### config.mk
export PLATFORM = sky130hd
export DESIGN_NAME = multilane_fifo
export DESIGN_NICKNAME = d
export VERILOG_FILES = /design/src/rtl/multilane_fifo.sv
export SDC_FILE = /design/constraint.sdc
export NUM_CORES = 1
export LEC_CHECK = 0
export CORE_MARGIN = 8
export CORE_UTILIZATION = 50
export DETAILED_ROUTE_END_ITERATION = 10
export GPL_ROUTABILITY_DRIVEN = 0
export PLACE_DENSITY = 0.72
export SYNTH_ARGS = -nofsm -noshare
export SYNTH_HDL_FRONTEND = slang
export SYNTH_SLANG_ARGS = --single-unit
### constraint.sdc
create_clock -name clk_i -period 3.85 [get_ports clk_i]
set_input_delay 0.5775 -clock clk_i [delete_from_list [all_inputs] [get_ports clk_i]]
set_output_delay 0.5775 -clock clk_i [all_outputs]
set_load 0.01 [all_outputs]
### src/rtl/multilane_fifo.sv
// Multi-lane FIFO: pushes and pops up to LANES entries per cycle; a request either completes in full or is rejected in full.
// Latency: a push becomes visible one cycle after its edge; the head lanes are read combinationally.
// Backpressure: a push larger than the free space or a pop larger than the occupancy is dropped, and a one-cycle error pulse follows.
module multilane_fifo #(
    parameter int WIDTH     = 8,
    parameter int DEPTH     = 8,
    parameter int LANES     = 2,
    parameter int AFULL_LVL = DEPTH - LANES
) (
    input  logic                         clk_i,
    input  logic                         reset_i,
    input  logic                         flush_i,
    input  logic [$clog2(LANES+1)-1:0]   wr_cnt_i,
    input  logic [LANES*WIDTH-1:0]       data_in_i,
    input  logic [$clog2(LANES+1)-1:0]   rd_cnt_i,
    output logic [LANES*WIDTH-1:0]       data_out_o,
    output logic [LANES-1:0]             valid_out_o,
    output logic [$clog2(DEPTH+1)-1:0]   count_o,
    output logic                         empty_o,
    output logic                         full_o,
    output logic                         afull_o,
    output logic                         overflow_o,
    output logic                         underflow_o
);
    localparam int CW = $clog2(LANES + 1);
    localparam int PW = $clog2(DEPTH);
    localparam int NW = $clog2(DEPTH + 1);

    logic [WIDTH-1:0] mem [DEPTH];
    logic [PW-1:0]    rd_ptr, wr_ptr;
    logic [NW-1:0]    count;
    logic             overflow, underflow;

    logic [NW-1:0]    wr_n, rd_n, free;
    logic             wr_fit, rd_fit, wr_acc, rd_acc;

    // Both sides are judged against the pre-edge count, so a same-cycle pop never makes room for a push.
    always_comb begin
        wr_n   = NW'(wr_cnt_i);
        rd_n   = NW'(rd_cnt_i);
        free   = NW'(DEPTH) - count;
        wr_fit = (wr_n <= free);
        rd_fit = (rd_n <= count);
        wr_acc = wr_fit && !flush_i && !reset_i;
        rd_acc = rd_fit && !flush_i && !reset_i;
    end

    always_ff @(posedge clk_i) begin
        if (reset_i || flush_i) begin
            rd_ptr    <= '0;
            wr_ptr    <= '0;
            count     <= '0;
            overflow  <= 1'b0;
            underflow <= 1'b0;
        end else begin
            if (wr_acc) wr_ptr <= wr_ptr + PW'(wr_cnt_i);
            if (rd_acc) rd_ptr <= rd_ptr + PW'(rd_cnt_i);
            count     <= count + (wr_acc ? wr_n : '0) - (rd_acc ? rd_n : '0);
            overflow  <= !wr_fit;
            underflow <= !rd_fit;
        end
    end

    always_ff @(posedge clk_i) begin
        for (int k = 0; k < LANES; k++) begin
            if (wr_acc && (CW'(k) < wr_cnt_i))
                mem[wr_ptr + PW'(k)] <= data_in_i[k*WIDTH +: WIDTH];
        end
    end

    for (genvar k = 0; k < LANES; k++) begin : g_lane
        assign data_out_o[k*WIDTH +: WIDTH] = mem[rd_ptr + PW'(k)];
        assign valid_out_o[k]               = (NW'(k) < count);
    end

    assign count_o     = count;
    assign empty_o     = (count == '0);
    assign full_o      = (count == NW'(DEPTH));
    assign afull_o     = (int'(count) >= AFULL_LVL);
    assign overflow_o  = overflow;
    assign underflow_o = underflow;

endmodule

=== After elaboration in Yosys (flattened, before gate mapping) ===
Memories as Yosys holds them, arrays and structs flattened. A register that Yosys moved wholly into a read port is not among the register bits.
Index checks and enable logic that the tools add are counted.

* Bits in registers: 12
* RAM bits: 64
* Input bits: 23
* Output and inout port bits: 27
* Word-level logic and storage cells: 41
* Memories: 1

* $add $sub $neg: 7
* Order comparisons: 7
* Equality and inequality tests: 1
* Mux-type cells: 8
* Reduce and logical (&&, ||, !) cells: 12

{| class="wikitable"
|+ Memory list
! memory !! depth !! width !! read ports !! clocked after Yosys merged registers in !! write ports !! RTL line !! source
|-
| mem || 8 || 8 || 2 || 1 || 2 || 29 || <nowiki>logic [WIDTH-1:0] mem [DEPTH];</nowiki>
|}

{| class="wikitable"
|+ Operators with widths
! operator !! count
|-
| $le A2 B4 Y1 || 2
|-
| $lt A1 B4 Y1 const A || 2
|-
| $add A3 B1 Y3 const B || 2
|-
| $add A3 B2 Y3 || 2
|-
| $logic_and A1 B1 Y1 || 6
|-
| $mux W3 || 2
|-
| $add A4 B2 Y4 || 1
|-
| $eq A4 B4 Y1 const B || 1
|-
| $ge A4 B3 Y1 const B || 1
|-
| $logic_not A1 Y1 || 4
|-
| $logic_not A4 Y1 || 1
|-
| $lt A1 B2 Y1 const A || 2
|-
| $mux W1 || 4
|-
| $mux W2 || 2
|-
| $sub A4 B2 Y4 || 1
|-
| $sub A4 B4 Y4 const A || 1
|-
| $logic_or A1 B1 Y1 || 1
|}

=== Depth between registers and ports, before layout ===
* Depth after elaboration: 7
* Mapped depth: 16
* Gate-level depth less buffers: 15

=== Least setup slack after synthesis ===
Ideal clock, no wire load.

* Path type: register to register
* Start point: register count[1] (netlist: count_o[1])
* End point: register count[3] (netlist: count_o[3])
* Setup time: 0.128 ns
* Arrival: 3.181 ns
* Required time: 3.722 ns
* Path slack: 0.542 ns
* Stages on the path, launching flop included: 16
* Path buffers: 1
* Clock period less this slack: 3.308 ns
* Cell sequence: dfxtp_1 > inv_1 > ha_1 > inv_1 > ha_1 > nor2b_1 > o211ai_2 > buf_6 > o21ai_1 > nor2_1 > fa_1 > ha_1 > a21o_1 > a21oi_1 > xnor2_1 > nor2_1

* Cells in the longest elaborated chain, start to end: 7
* Elaborated cells on any way between the ends: 11
* Classes of those cells: 3 x add/sub; 2 x order compare; 2 x mux; 4 x reduce/logical

{| class="wikitable"
|+ RTL lines
! item !! RTL line !! source
|-
| start: declaration || 31 || <nowiki>logic [NW-1:0] count;</nowiki>
|-
| start signal: assignment || 58 || <nowiki>count <= count + (wr_acc ? wr_n : '0) - (rd_acc ? rd_n : '0);</nowiki>
|-
| $sub A4 B4 Y4 || 41 || <nowiki>free = NW'(DEPTH) - count;</nowiki>
|-
| $le A2 B4 Y1 || 42 || <nowiki>wr_fit = (wr_n <= free);</nowiki>
|-
| $logic_and A1 B1 Y1 (2 in series) || 44 || <nowiki>wr_acc = wr_fit && !flush_i && !reset_i;</nowiki>
|-
| $mux W2 || 58 ||
|-
| $add A4 B2 Y4 || 58 ||
|-
| $sub A4 B2 Y4 (*) || 58 ||
|}

Every way passes the cells marked *; elsewhere a longest branch is shown, timed or not.
A chain may end at the register's enable or synchronous reset.

==> results.txt <==
CP Data Required Time: 3.91 ns
top-count cell post-synth: mux2_2
worst hold start: rd_ptr[1]
DRC viols: 0
Synth Warn #: 0
fin crit period: 3.519 ns
Synth Cell Area: 4910 µm²
Max VDD drop: 0.2837 mV
fillers: 800
Pre-antenna DRT Iters: 4
share of cells above drive strength 1: 0.3691
Sum Neg Setup Slack: 0 ns
unrepaired setup endpoints after global routing: no
area delta synth->final: 19.47%
first-pass GRT wire length: 18680 µm
synthesized area per cell: 14.88 µm²
register area share after synthesis: 0.4526
number of core rows: 36
CTS H-tree lvls: 3
max-cap violation count: 0
starting density of the core: 0.5093
Total GRT Usage: 0.1900
1st-iter DRT viols: 220
status: complete, no violations
Routed Antenna Nets: 0
hold buffers post-CTS: 0
DIE AREA: 13250 µm²
fin nets: 439
r2r worst-path depth: 5
vias in the first global route: 3350
Root Driver: clkbuf_8
Final WS setup: 0.3314 ns
clock skew: 0.008632 ns
count of final max-slew check failures: 0
final worst-path cycle share: 0.9139
Synth area leader: edfxtp_1
Detail Placement HPWL: 8494 µm
GRT Residual Overflow: 0
initial antenna violation count: 0
worst r2r dst: mem[4][6]
pre-CTS setup slack: 0.2836 ns
Die H: 115.1 µm
crit path kind: reg2reg
post-synth net total: 373
crit path DAT: 3.58 ns
CP startpoint kind: register
wire length per cell: 22.42 µm
CTS tree: yes
pwr dens: 413.3 nW/µm²
Worst slew margin: 0.1606
Lkg Pwr: 2.038 nW
clock sinks: 79
count of input and output buffers: 49
Final Hold Fails: 0
Fmax: 0.2842 GHz
Die Width: 115.1 µm
Routed WL: 11970 µm
worst-margin pin slew: 1.248 ns
Setup-failing EPs final: 0
core area: 9639 µm²
post-synth top area share: 0.3914
worst-path maximum fanout: 14
io pins: 50
Crit. End Element: register
FF-to-FF Start: count_o[2]
Hold/Removal Path Class: reg2reg
worst skew pair latency: 0.35 ns
FF+latch count, synth: 79
CTS max path bufs: 2
Worst R2R Setup Slack: 0.33 ns
setup bufs post-CTS: 0
number of diodes: 0
Synth cell types: 45
number of synthesized flops with an enable pin: 64
Vias: 3199
ys flop type: edfxtp_1
post-CTS sizing: 0
pin count of the biggest net entering global routing: 19
number of cells produced by synthesis: 330
Area contributors post-synth: edfxtp_1 39%, mux2_2 15%, mux4_2 15%
Post-synth ARST share: 0
hold depth: 2
synth cell count leaders: 67 x mux2_2, 64 x edfxtp_1, 32 x mux4_2, 19 x inv_1, 16 x ha_1
vias per std cell: 5.991
clock-pin transition on the worst setup and hold timing paths: 0.08 ns
TritonCTS Buffers: 9
## per-layer routing
metal | track usage | part of all wire | vias up
met5 | 0 | 0 | -
met4 | 0.07618 | 0.024 | 0
met3 | 0.03729 | 0.066 | 23
met2 | 0.3161 | 0.49 | 99
met1 | 0.2384 | 0.42 | 1640
li1 | - | - | 1437
## layout by cell type (no fill, tap or decap), drive strengths merged, types with 5 or more instances in the layout
cell type / synthesis / layout
buf: 9 / 20
clkbuf: 5 / 14
clkdlybuf4s50: 0 / 49
dfxtp: 15 / 15
edfxtp: 64 / 64
ha: 16 / 16
inv: 19 / 19
mux2: 80 / 80
mux4: 32 / 32
nand2: 10 / 10
nand3: 5 / 5
nor2: 15 / 15
o211ai: 10 / 10
o31ai: 8 / 8
## cell type report
cell class / instances / area (µm²) / area share
timing repair buffer: 69 / 640.6 / 0.1092
inverter: 19 / 71.32 / 0.01216
sequential: 79 / 2222 / 0.3788
tap: 133 / 166.4 / 0.02837
clock inverter: 2 / 35.03 / 0.005973
multi-input combinational: 218 / 2546 / 0.4341
clock buffer: 14 / 183.9 / 0.03136
## logic make-up (layout without fill, tap and decap cells)
group / count (synthesis) / count (layout) / share of synthesized area
fa+ha+maj: 20 / 20 / 0.05708
flops: 79 / 79 / 0.4526
mux: 114 / 114 / 0.3344
simple gates: 47 / 47 / 0.05072
compound gates: 30 / 30 / 0.06244
xor+xnor: 7 / 7 / 0.01402
buf+inv: 33 / 104 / 0.02880
## worst max-delay path by stage
stage                      from    endpoint  slack (ns)  cells past startpoint
CTS                  count_o[2]   mem[4][6]        0.42                      5
floorplan            count_o[1]  count_o[3]        0.54                     15
detailed placement  wr_cnt_i[1]   mem[7][2]        0.28                      8
global placement    wr_cnt_i[1]   mem[7][2]        0.36                      8
finish               count_o[2]   mem[4][6]        0.33                      5
global route         count_o[1]  count_o[3]        0.21                     14
## power by group
| group | switching (mW) | internal, mW | total (mW) |
|---|---|---|---|
| clock | 0.311 | 0.375 | 0.686 |
| combinational | 0.370 | 0.366 | 0.736 |
| sequential | 0.0363 | 0.967 | 1.00 |
## stage by stage
step                std cells  total power [mW]  hold WS (ns)  cell area [µm²]  utilization
detailed placement        518             1.761        0.5112             5647       0.5858
global placement          518             1.746        0.4972             5647       0.5858
CTS                       534             2.431        0.5506             5866       0.6085
global route              534             2.524        0.5827             5866       0.6085
finish                    534             2.424        0.5434             5866       0.6085
floorplan                 330             1.495        0.4840             4910            -
## critical path, stage by stage (launching register included)
cell	delay, ns
dfxtp_1	0.46
nor3_2	0.09
xnor2_2	0.90
o21ai_1	0.33
o31ai_1	1.10
buf_4	0.33
## flip-flops by register name, summed over array words and instances, names as in the netlist, named ones only
signal / count
rd_ptr: 3
overflow_o: 1
count_o: 4
mem: 64
wr_ptr: 3
underflow_o: 1
No activity file was read; power rests on OpenSTA's default activity.
